File: src/rtl/mem_port_arbiter.sv
// Two-port arbiter in front of the unified memory: size/alignment checks, lane handling, req/ack handshake.
// Define MEMARB_RR_EN for round-robin arbitration; otherwise port 0 has fixed priority.
module mem_port_arbiter #(
  parameter int ADDR_WIDTH = 32
) (
  input  logic                  clk,
  input  logic                  rst,
  input  logic                  p0_req,
  input  logic                  p0_we,
  input  logic [1:0]            p0_size,
  input  logic [ADDR_WIDTH-1:0] p0_addr,
  input  logic [31:0]           p0_wdata,
  output logic [31:0]           p0_rdata,
  output logic                  p0_ack,
  output logic                  p0_err,
  input  logic                  p1_req,
  input  logic                  p1_we,
  input  logic [1:0]            p1_size,
  input  logic [ADDR_WIDTH-1:0] p1_addr,
  input  logic [31:0]           p1_wdata,
  output logic [31:0]           p1_rdata,
  output logic                  p1_ack,
  output logic                  p1_err,
  output logic                  mem_en,
  output logic                  mem_we,
  output logic [ADDR_WIDTH-1:0] mem_addr,
  output logic [3:0]            mem_be,
  output logic [31:0]           mem_wdata,
  input  logic [31:0]           mem_rdata,
  input  logic                  mem_ready
);

  typedef enum logic [1:0] {S_IDLE, S_ACCESS, S_RESP} state_t;

  state_t                state_q, state_d;
  logic                  win_q, win_d;
  logic [1:0]            size_q, size_d;
  logic [1:0]            off_q, off_d;
  logic                  err_q, err_d;
  logic [31:0]           rd_q, rd_d;
  logic                  mem_en_q, mem_en_d;
  logic                  mem_we_q, mem_we_d;
  logic [ADDR_WIDTH-1:0] mem_addr_q, mem_addr_d;
  logic [3:0]            mem_be_q, mem_be_d;
  logic [31:0]           mem_wdata_q, mem_wdata_d;
  logic [31:0]           p0_rdata_q, p0_rdata_d, p1_rdata_q, p1_rdata_d;
  logic                  p0_ack_q, p0_ack_d, p1_ack_q, p1_ack_d;
  logic                  p0_err_q, p0_err_d, p1_err_q, p1_err_d;

  logic                  win_c;
  logic                  sel_we;
  logic [1:0]            sel_size;
  logic [ADDR_WIDTH-1:0] sel_addr;
  logic [31:0]           sel_wdata;
  logic [3:0]            be_c;
  logic                  err_c;
  logic [31:0]           wdata_c;
  logic [31:0]           rd_shift;
  logic [31:0]           rd_c;

`ifdef MEMARB_RR_EN
  logic rr_q, rr_d;
  // Pointer only matters on contention; a lone requester always wins.
  assign win_c = (p0_req & p1_req) ? rr_q : ~p0_req;
`else
  assign win_c = ~p0_req;
`endif

  assign sel_we    = win_c ? p1_we    : p0_we;
  assign sel_size  = win_c ? p1_size  : p0_size;
  assign sel_addr  = win_c ? p1_addr  : p0_addr;
  assign sel_wdata = win_c ? p1_wdata : p0_wdata;

  always_comb begin
    be_c    = 4'b0000;
    err_c   = 1'b0;
    wdata_c = sel_wdata;
    case (sel_size)
      2'b00: begin
        be_c  = 4'b1111;
        err_c = |sel_addr[1:0];
      end
      2'b01: begin
        be_c    = sel_addr[1] ? 4'b1100 : 4'b0011;
        err_c   = sel_addr[0];
        wdata_c = {2{sel_wdata[15:0]}};
      end
      2'b10: begin
        be_c    = 4'b0001 << sel_addr[1:0];
        wdata_c = {4{sel_wdata[7:0]}};
      end
      default: err_c = 1'b1;
    endcase
  end

  assign rd_shift = mem_rdata >> {off_q, 3'b000};

  always_comb begin
    case (size_q)
      2'b00:   rd_c = rd_shift;
      2'b01:   rd_c = {16'h0000, rd_shift[15:0]};
      2'b10:   rd_c = {24'h000000, rd_shift[7:0]};
      default: rd_c = 32'h0000_0000;
    endcase
  end

  always_comb begin
    state_d     = state_q;
    win_d       = win_q;
    size_d      = size_q;
    off_d       = off_q;
    err_d       = err_q;
    rd_d        = rd_q;
    mem_en_d    = mem_en_q;
    mem_we_d    = mem_we_q;
    mem_addr_d  = mem_addr_q;
    mem_be_d    = mem_be_q;
    mem_wdata_d = mem_wdata_q;
    p0_rdata_d  = p0_rdata_q;
    p1_rdata_d  = p1_rdata_q;
    p0_ack_d    = 1'b0;
    p1_ack_d    = 1'b0;
    p0_err_d    = 1'b0;
    p1_err_d    = 1'b0;
`ifdef MEMARB_RR_EN
    rr_d        = rr_q;
`endif
    case (state_q)
      S_IDLE: begin
        if (p0_req || p1_req) begin
          win_d  = win_c;
          size_d = sel_size;
          off_d  = sel_addr[1:0];
          err_d  = err_c;
          rd_d   = 32'h0000_0000;
`ifdef MEMARB_RR_EN
          rr_d   = ~win_c;
`endif
          if (err_c) begin
            state_d = S_RESP;
          end else begin
            mem_en_d    = 1'b1;
            mem_we_d    = sel_we;
            mem_addr_d  = {sel_addr[ADDR_WIDTH-1:2], 2'b00};
            mem_be_d    = be_c;
            mem_wdata_d = wdata_c;
            state_d     = S_ACCESS;
          end
        end
      end
      S_ACCESS: begin
        if (mem_ready) begin
          mem_en_d = 1'b0;
          mem_we_d = 1'b0;
          if (!mem_we_q) rd_d = rd_c;
          state_d = S_RESP;
        end
      end
      S_RESP: begin
        if (win_q) begin
          p1_ack_d   = 1'b1;
          p1_err_d   = err_q;
          p1_rdata_d = rd_q;
        end else begin
          p0_ack_d   = 1'b1;
          p0_err_d   = err_q;
          p0_rdata_d = rd_q;
        end
        state_d = S_IDLE;
      end
      default: state_d = S_IDLE;
    endcase
  end

  always_ff @(posedge clk or posedge rst) begin
    if (rst) begin
      state_q     <= S_IDLE;
      win_q       <= 1'b0;
      size_q      <= 2'b00;
      off_q       <= 2'b00;
      err_q       <= 1'b0;
      rd_q        <= '0;
      mem_en_q    <= 1'b0;
      mem_we_q    <= 1'b0;
      mem_addr_q  <= '0;
      mem_be_q    <= 4'b0000;
      mem_wdata_q <= '0;
      p0_rdata_q  <= '0;
      p1_rdata_q  <= '0;
      p0_ack_q    <= 1'b0;
      p1_ack_q    <= 1'b0;
      p0_err_q    <= 1'b0;
      p1_err_q    <= 1'b0;
    end else begin
      state_q     <= state_d;
      win_q       <= win_d;
      size_q      <= size_d;
      off_q       <= off_d;
      err_q       <= err_d;
      rd_q        <= rd_d;
      mem_en_q    <= mem_en_d;
      mem_we_q    <= mem_we_d;
      mem_addr_q  <= mem_addr_d;
      mem_be_q    <= mem_be_d;
      mem_wdata_q <= mem_wdata_d;
      p0_rdata_q  <= p0_rdata_d;
      p1_rdata_q  <= p1_rdata_d;
      p0_ack_q    <= p0_ack_d;
      p1_ack_q    <= p1_ack_d;
      p0_err_q    <= p0_err_d;
      p1_err_q    <= p1_err_d;
    end
  end

`ifdef MEMARB_RR_EN
  always_ff @(posedge clk or posedge rst) begin
    if (rst) rr_q <= 1'b0;
    else     rr_q <= rr_d;
  end
`endif

  assign mem_en    = mem_en_q;
  assign mem_we    = mem_we_q;
  assign mem_addr  = mem_addr_q;
  assign mem_be    = mem_be_q;
  assign mem_wdata = mem_wdata_q;
  assign p0_rdata  = p0_rdata_q;
  assign p1_rdata  = p1_rdata_q;
  assign p0_ack    = p0_ack_q;
  assign p1_ack    = p1_ack_q;
  assign p0_err    = p0_err_q;
  assign p1_err    = p1_err_q;

endmodule

File: config.mk
export PLATFORM = sky130hd
export DESIGN_NAME = mem_port_arbiter
export DESIGN_NICKNAME = d
export VERILOG_FILES = /design/src/rtl/mem_port_arbiter.sv
export SDC_FILE = /design/constraint.sdc
export NUM_CORES = 1
export LEC_CHECK = 0
export CELL_PAD_IN_SITES_DETAIL_PLACEMENT = 0
export CELL_PAD_IN_SITES_GLOBAL_PLACEMENT = 1
export CORE_MARGIN = 10
export CORE_UTILIZATION = 30
export CTS_BUF_LIST = sky130_fd_sc_hd__clkbuf_16
export DETAILED_ROUTE_END_ITERATION = 10
export PLACE_DENSITY = 0.69
export SYNTH_ARGS = -nofsm -noshare
export SYNTH_HDL_FRONTEND = slang
export SYNTH_SLANG_ARGS = --single-unit
File: constraint.sdc
create_clock -name clk -period 7.2 [get_ports clk]
set_input_delay 1.8 -clock clk [delete_from_list [all_inputs] [get_ports clk]]
set_output_delay 1.8 -clock clk [all_outputs]
set_load 0.01 [all_outputs]
==> run_results.csv, run 1 <==
group,metric,value,unit
power,p_int,2.73,mW
timing,slew_violations,0,
cts,cts-root-buf,"clkbuf_16",
route,wirelength,27.6,mm
yosys,synth_cells,616,
cts,clk_path_buf_depth,2,
global_routing,grt_max_degree,94,
layout,fill_cells,2530,
yosys,synth_top_family_by_area,"multiplexers",
floorplanning,rows,60,
layout,synthToLayoutAreaGrowth,47.1,%
power,p_total,4.14,mW
critical_path,cp_top_family,"buffers and inverters",
critical_path,crit_fanout,67,
layout,fin_util,45.0,%
timing,setup-violations-final,0,
global_routing,antenna_found_initial,3,
min_path,min_path_cells,1,
critical_path,path_cells,"clkdlybuf4s50_1 > mux2i_1 > inv_1 > ha_1 > nor2_1 > a311oi_2 > nor3_4 > buf_4 > mux2_2",
cts,cts_resized,0,
job,cap_viol_max_count,0,
route,first_iter_violations,321,
critical_path,regToRegEndpoint,"mem_addr[31]",
outcome,outcome,"complete, no violations",
cts,path_clk_slew,0.07,ns
timing,final.setup.tns,0,ns
timing,rsz0062_at_grt,"no",
route,drtAntennaViolNets,0,
layout,drive_above_1_share,23.1,%
yosys,synthAdderAreaFrac,0.605,%
min_path,hold_class,"reg -> reg",
critical_path,max_stage_delay,0.83,ns
yosys,synth_simple_gate_area_share,3.87,%
cts,cts_hold_buf,0,
critical_path,reg2regPathDepth,5,
yosys,synth_compound_area_share,8.50,%
critical_path,worstPathArrival,4.74,ns
placed_design,place_area,11600,um2
timing,post-route-period-util,61.6,%
yosys,muxShareOfSynthArea,30.7,%
power,comb_power_share,42.0,%
critical_path,r2r_slack,4.74,ns
global_routing,grt_util_all_layers,15.6,%
min_path,hold_end,"p0_err",
placed_design,gp_congestion,0.780,
yosys,seq_area_frac_synth,53.2,%
critical_path,rr_startpoint,"state_q[1]",
global_routing,grt_pass1_vias,6630,
floorplanning,ios,309,
layout,final_common_cell,"clkdlybuf4s50_1",
floorplanning,initial_core_util,30.6,%
layout,final_nets,1084,
timing,finalHoldViolCount,0,
cts,clkLatencyLatePin,0.43,ns
power,max-vdd-ir-drop,151,uV
critical_path,cp_data_required_time,7.51,ns
critical_path,worst_setup_path_start_kind,"primary input",
power,power_switching,1.41,mW
yosys,yosys.area_share.xor_xnor,0,%
yosys,synth_area,8270,um2
cts,htreeDepth,4,
critical_path,critical_path_class,"in -> reg",
yosys,ys_seq_elements,176,
power,p_sw_share,34.0,%
floorplanning,core,27000,um2
timing,clock_skew,0.0115,ns
global_routing,gr-total-overflow,0,
layout,final_cells,1264,
timing,setup_slack,2.77,ns
global_routing,grt_pass1_wl,40.8,mm
timing,fmax,0.226,GHz
floorplanning,fp.dieArea,34600,um2
yosys,yosys.cell_types.count,39,
timing,final.min_clock_period,4.43,ns
route,via_per_inst,4.80,
timing,relSlewSlack,19.3,%
power,p_leak,5.36,nW
placed_design,port_buffers,306,
critical_path,cp-end-kind,"register",
route,dr.pass1.iters,4,
cts,cts_tree,"done",
placed_design,placed_cells_incl_taps,1231,
route,drc,0,
cts,cts_setup_buffers,0,
yosys,syn_area_per_cell,13.4,um2
cts,numCtsBuffers,17,
power,clkPwrFrac,21.4,%
power,seqPwrFrac,36.6,%
critical_path,path_buf_inv,3,
route,num_vias,6073,
min_path,hold_path.startpoint,"err_q",
placed_design,dp_slack,2.26,ns
critical_path,critical_path.slowest_cell,"buf_4",
floorplanning,die_h,186,um
timing,worst_slew_pin_slew,1.21,ns
route,wl_per_cell,21.8,um
power,power_density,340,nW/um2
critical_path,cp.depth,9,
floorplanning,die_w,186,um
layout,most-common-layout-cells,"clkdlybuf4s50_1 (305), dfrtp_1 (176), mux2_2 (140)",
timing,holdWs,0.493,ns
placed_design,dp_hpwl,20.9,mm
layout,final_cell_area,12200,um2
yosys,synth_warnings,0,
cts,cts.sinks,176,
## Yosys cell counts (all sizes together)
cell type	instances	share of area, %
dfrtp	176	53
mux2	169	24
mux2i	53	6.4
nand2	36	1.6
o21ai	30	1.8
buf	28	2.1
a22o	16	1.7
a21oi	11	0.67
clkbuf	11	0.50
nor2b	10	0.76
o22ai	10	0.76
inv	9	0.41
nor2	9	0.53
a211o	8	0.85
a32o	8	0.97
o221ai	8	0.85
ha	4	0.60
a211oi	2	0.18
and2	2	0.15
o21a	2	0.18
o21bai	2	0.18
a21o	1	0.091
a311oi	1	0.18
conb	1	0.045
nand2b	1	0.076
nand3	1	0.060
nand3b	1	0.091
nand4bb	1	0.14
nor3	1	0.12
nor3b	1	0.15
o31ai	1	0.091
or3	1	0.076
or4	1	0.091
## routing by layer
layer	track usage (%)	share of wire, %	vias up
met5	0	0.047	-
met3	7.39	11	16
met4	3.29	0.73	2
met2	24.8	46	235
met1	19.0	43	2982
li1	-	-	2838
## area by class of cell
class | instances | area [um2] | area share [%]
diodes | 1 | 2.50 | 0.0206
clock buffers | 17 | 425 | 3.50
clock inverters | 15 | 124 | 1.02
inverters | 9 | 38.8 | 0.319
multi-input cells | 393 | 3640 | 29.9
flip-flops and latches | 176 | 4400 | 36.2
well taps | 341 | 427 | 3.51
repair buffers | 312 | 3110 | 25.5
## worst max-delay path by stage
stage / startpoint / endpoint / slack (ns)
floorplan: rst / err_q / 0.63
global placement: p0_size[0] / mem_addr[7] / 2.31
detailed placement: p0_req / mem_addr[23] / 2.26
CTS: p0_size[0] / mem_addr[23] / 2.74
global route: p0_size[0] / mem_be[1] / 2.57
finish: p0_size[0] / mem_addr[31] / 2.77
## cells by family (layout without fill, tap and decap cells)
family	after synthesis	after routing
multiplexers	222	222
adder cells (fa/ha/maj)	4	4
AND/OR/NAND/NOR	65	65
buffers and inverters	48	353
other	1	3
AO/OA/AOI/OAI	100	100
flip-flops	176	176
## power by group through the flow
stage                     registers [mW]  clock network (mW)  logic (mW)
after floorplan                     1.58                   0       0.816
after global placement              1.53                   0        1.77
after detailed placement            1.53                   0        1.78
after CTS                           1.52               0.911        1.78
after global routing                1.56               0.953        1.87
final                               1.52               0.887        1.74
## registers in the layout, indices dropped and copies added, names as in the netlist, 2 cells and up
name and cells:
p0_rdata 32, size_q 2, off_q 2, mem_be 4, p1_rdata 32, mem_wdata 32, rd_q 32, mem_addr 30
state_q 2
Note: power is estimated with default switching activity, not from simulation.
==> run 2: changes to the inputs <==
==> constraint.sdc (replaced) <==
create_clock -name clk -period 4.1 [get_ports clk]
set_input_delay 1.025 -clock clk [delete_from_list [all_inputs] [get_ports clk]]
set_output_delay 1.025 -clock clk [all_outputs]
set_load 0.01 [all_outputs]
==> run_results.csv, run 2 (synthesized netlist as in run 1, its figures left out) <==
group,metric,value,unit
outcome,outcome,"complete, no violations",
route,first_iter_violations,210,
route,via_per_inst,4.80,
layout,synthToLayoutAreaGrowth,48.7,%
cts,htreeDepth,4,
critical_path,critical_path.slowest_cell,"clkdlybuf4s50_1",
cts,cts_setup_buffers,0,
timing,rsz0062_at_grt,"no",
global_routing,grt_max_degree,59,
critical_path,cp_data_required_time,4.42,ns
power,p_leak,5.41,nW
timing,slew_violations,0,
global_routing,gr-total-overflow,0,
floorplanning,rows,60,
critical_path,worstPathArrival,3.48,ns
critical_path,path_cells,"clkdlybuf4s50_1 > mux2i_1 > inv_1 > ha_1 > nor2_1 > a311oi_2 > nor3_4 > buf_12 > mux2_2",
cts,cts-root-buf,"clkbuf_16",
timing,relSlewSlack,25.2,%
power,p_total,7.37,mW
global_routing,grt_pass1_vias,6832,
floorplanning,ios,309,
timing,post-route-period-util,77.2,%
route,drc,0,
route,num_vias,6091,
route,dr.pass1.iters,4,
timing,clock_skew,0.0132,ns
power,power_density,599,nW/um2
layout,final_nets,1089,
layout,most-common-layout-cells,"clkdlybuf4s50_1 (305), dfrtp_1 (176), mux2_2 (140)",
route,wirelength,27.4,mm
cts,cts.sinks,176,
floorplanning,core,27000,um2
floorplanning,die_w,186,um
timing,fmax,0.316,GHz
timing,final.min_clock_period,3.16,ns
cts,cts_resized,0,
placed_design,port_buffers,306,
timing,final.setup.tns,0,ns
global_routing,grt_util_all_layers,15.9,%
route,wl_per_cell,21.6,um
layout,drive_above_1_share,23.6,%
timing,holdWs,0.477,ns
job,cap_viol_max_count,0,
cts,clkLatencyLatePin,0.43,ns
critical_path,worst_setup_path_start_kind,"primary input",
critical_path,max_stage_delay,0.40,ns
floorplanning,initial_core_util,30.6,%
placed_design,dp_hpwl,21.5,mm
cts,cts_hold_buf,0,
critical_path,cp-end-kind,"register",
power,max-vdd-ir-drop,225,uV
timing,finalHoldViolCount,0,
cts,path_clk_slew,0.07,ns
global_routing,grt_pass1_wl,41.7,mm
floorplanning,die_h,186,um
placed_design,gp_congestion,0.758,
layout,final_common_cell,"clkdlybuf4s50_1",
critical_path,critical_path_class,"in -> reg",
critical_path,crit_fanout,42,
timing,setup-violations-final,0,
cts,cts_tree,"done",
floorplanning,fp.dieArea,34600,um2
timing,worst_slew_pin_slew,1.12,ns
cts,numCtsBuffers,17,
min_path,hold_class,"reg -> reg",
global_routing,antenna_found_initial,3,
route,drtAntennaViolNets,0,
cts,clk_path_buf_depth,2,
[run 2: cell types whose count changed in the layout (fill, tap and decap cells not counted)]
| cell | change |
|---|---|
| inv_6 | -5 |
| buf_12 | +4 |
| clkinvlp_4 | +3 |
| clkinv_8 | +2 |
| inv_8 | +2 |
| buf_4 | +1 |
| bufinv_16 | +1 |
| clkinv_2 | -1 |
| clkinv_4 | -1 |
| inv_1 | -1 |
[run 2: final timing paths]
path	startpoint	endpoint	slack, ns	cells past startpoint
worst min-delay path	err_q	p0_err	0.48	1
worst max-delay path	p0_size[0]	mem_addr[5]	0.94	9
worst max register to register	off_q[1]	rd_q[29]	1.95	3
max in group asynchronous	rst	mem_addr[3]	2.31	3
min in group asynchronous	rst	p1_rdata[12]	1.04	2
worst min register to register	err_q	p0_err	0.48	1
[run 2: report_power, final]
group | total (mW) | internal [mW] | switching (mW) | leakage, nW
sequential | 2.70 | 2.27 | 0.429 | 2.30
clock | 1.65 | 0.870 | 0.783 | 0.282
combinational | 3.02 | 1.75 | 1.27 | 2.82
total | 7.37 | 4.89 | 2.49 | 5.41
[run 2: per-layer routing]
metal / global-route usage [%] / part of all wire (%)
met5: 0 / 0.084
met1: 19.5 / 43
met2: 25.2 / 46
met4: 3.00 / 0.70
met3: 7.51 / 11
[run 2: final cells by class]
| type | instances | area, um2 |
|---|---|---|
| flip-flops and latches | 176 | 4400 |
| clock inverters | 15 | 171 |
| well taps | 341 | 427 |
| fillers | 2558 | 14700 |
| repair buffers | 317 | 3190 |
| diodes | 1 | 2.50 |
| clock buffers | 17 | 425 |
| inverters | 9 | 37.5 |
| multi-input cells | 393 | 3640 |
[run 2: critical path: cells and delay by family]
family / cells / cell delay (ns)
buf+inv: 3 / 0.84
fa+ha+maj: 1 / 0.31
mux: 2 / 0.77
simple gates: 2 / 0.40
compound gates: 1 / 0.10
[run 2: through the flow]
step | cell area, um2 | instances | setup slack (ns) | utilization [%]
after global placement | 11700 | 1236 | 0.570 | 43.3
after floorplan | 8280 | 617 | 0.649 | -
after detailed placement | 11700 | 1236 | 0.493 | 43.3
after CTS | 12300 | 1268 | 0.937 | 45.5
after global routing | 12300 | 1268 | 0.801 | 45.5
final | 12300 | 1269 | 0.936 | 45.5
==> run 3: changes to the inputs <==
==> constraint.sdc (replaced) <==
create_clock -name clk -period 3.25 [get_ports clk]
set_input_delay 0.8125 -clock clk [delete_from_list [all_inputs] [get_ports clk]]
set_output_delay 0.8125 -clock clk [all_outputs]
set_load 0.01 [all_outputs]
==> run_results.csv, run 3 (synthesized netlist as in run 1, its figures left out) <==
group,metric,value,unit
critical_path,critical_path_class,"in -> reg",
cts,path_clk_slew,0.06,ns
timing,final.setup.tns,0,ns
layout,final_cell_area,12400,um2
power,max-vdd-ir-drop,323,uV
cts,cts-root-buf,"clkbuf_16",
cts,clkLatencyLatePin,0.43,ns
route,via_per_inst,4.79,
route,first_iter_violations,250,
placed_design,place_area,11800,um2
critical_path,worst_setup_path_start_kind,"primary input",
global_routing,grt_pass1_vias,6688,
floorplanning,core,27000,um2
route,drtAntennaViolNets,0,
critical_path,critical_path.slowest_cell,"clkdlybuf4s50_1",
placed_design,placed_cells_incl_taps,1248,
placed_design,gp_congestion,0.758,
job,cap_viol_max_count,0,
cts,cts_resized,0,
layout,fin_util,45.9,%
layout,most-common-layout-cells,"clkdlybuf4s50_1 (305), dfrtp_1 (176), mux2_2 (140)",
timing,relSlewSlack,52.3,%
cts,cts.sinks,176,
layout,final_cells,1282,
timing,post-route-period-util,88.4,%
route,dr.pass1.iters,4,
floorplanning,rows,60,
global_routing,gr-total-overflow,0,
floorplanning,initial_core_util,30.6,%
global_routing,grt_util_all_layers,15.7,%
layout,synthToLayoutAreaGrowth,49.9,%
route,wl_per_cell,21.3,um
route,wirelength,27.4,mm
layout,drive_above_1_share,24.4,%
route,drc,0,
timing,fmax,0.348,GHz
critical_path,crit_fanout,44,
floorplanning,fp.dieArea,34600,um2
floorplanning,die_h,186,um
cts,cts_hold_buf,0,
timing,slew_violations,0,
critical_path,cp_data_required_time,3.55,ns
timing,finalHoldViolCount,0,
global_routing,antenna_found_initial,4,
cts,clk_path_buf_depth,2,
timing,worst_slew_pin_slew,0.715,ns
outcome,outcome,"complete, no violations",
timing,setup-violations-final,0,
cts,htreeDepth,4,
floorplanning,die_w,186,um
placed_design,dp_hpwl,21.1,mm
power,p_leak,5.47,nW
placed_design,port_buffers,306,
cts,cts_tree,"done",
timing,rsz0062_at_grt,"no",
power,p_total,9.43,mW
global_routing,grt_max_degree,93,
cts,numCtsBuffers,17,
critical_path,path_cells,"clkdlybuf4s50_1 > mux2i_1 > inv_1 > ha_1 > nor2_1 > a311oi_2 > nor3_4 > buf_12 > mux2_2",
layout,final_nets,1101,
floorplanning,ios,309,
cts,cts_setup_buffers,0,
timing,final.min_clock_period,2.87,ns
critical_path,max_stage_delay,0.40,ns
power,power_density,760,nW/um2
layout,final_common_cell,"clkdlybuf4s50_1",
global_routing,grt_pass1_wl,41.1,mm
timing,clock_skew,0.0126,ns
route,num_vias,6145,
min_path,hold_class,"reg -> reg",
critical_path,cp-end-kind,"register",
critical_path,worstPathArrival,3.18,ns
[run 3: metrics by stage]
step	hold slack [ns]	worst slack, ns
after floorplan	0.454	0.0120
after global placement	0.459	-0.0358
after detailed placement	0.467	-0.110
after CTS	0.482	0.352
after global routing	0.509	0.216
final	0.482	0.378
[run 3: metal layers]
layer / vias to the layer above / global-route usage (%) / part of all wire [%]
met5: - / 0 / 0.077
met4: 4 / 2.90 / 0.88
met3: 19 / 7.53 / 11
met2: 236 / 24.5 / 45
met1: 3011 / 19.3 / 43
li1: 2875 / - / -
[run 3: critical path, delay by kind of cell]
kind                       cells  cell delay [ns]
AOI/OAI and AO/OA              1             0.09
adders and majority gates      1             0.30
buffers and inverters          3             0.82
muxes                          2             0.74
and+or+nand+nor                2             0.36
[run 3: power breakdown]
part | internal, mW | total [mW] | switching, mW
Combinational | 2.26 | 3.95 | 1.68
Clock | 1.22 | 2.14 | 0.919
Sequential | 2.87 | 3.34 | 0.473
Total | 6.35 | 9.43 | 3.07
[run 3: path summary, 6_finish.rpt]
kind / endpoint / start / slack (ns) / depth (start not counted)
worst max-delay path: mem_addr[2] / p0_size[0] / 0.38 / 9
worst min-delay path: p0_err / err_q / 0.48 / 1
worst max register to register: rd_q[5] / off_q[0] / 1.25 / 4
worst min register to register: p0_err / err_q / 0.48 / 1
max in group asynchronous: mem_wdata[11] / rst / 1.75 / 3
min in group asynchronous: mem_we / rst / 0.88 / 3
[run 3: area by class of cell]
class                      count  area (um2)
fill                        2527       14600
timing repair buffer         329        3280
multi-input combinational    393        3640
antenna                        2        5.00
clock buffer                  17         425
inverter                       9        37.5
clock inverter                15         180
tap                          341         427
sequential                   176        4400
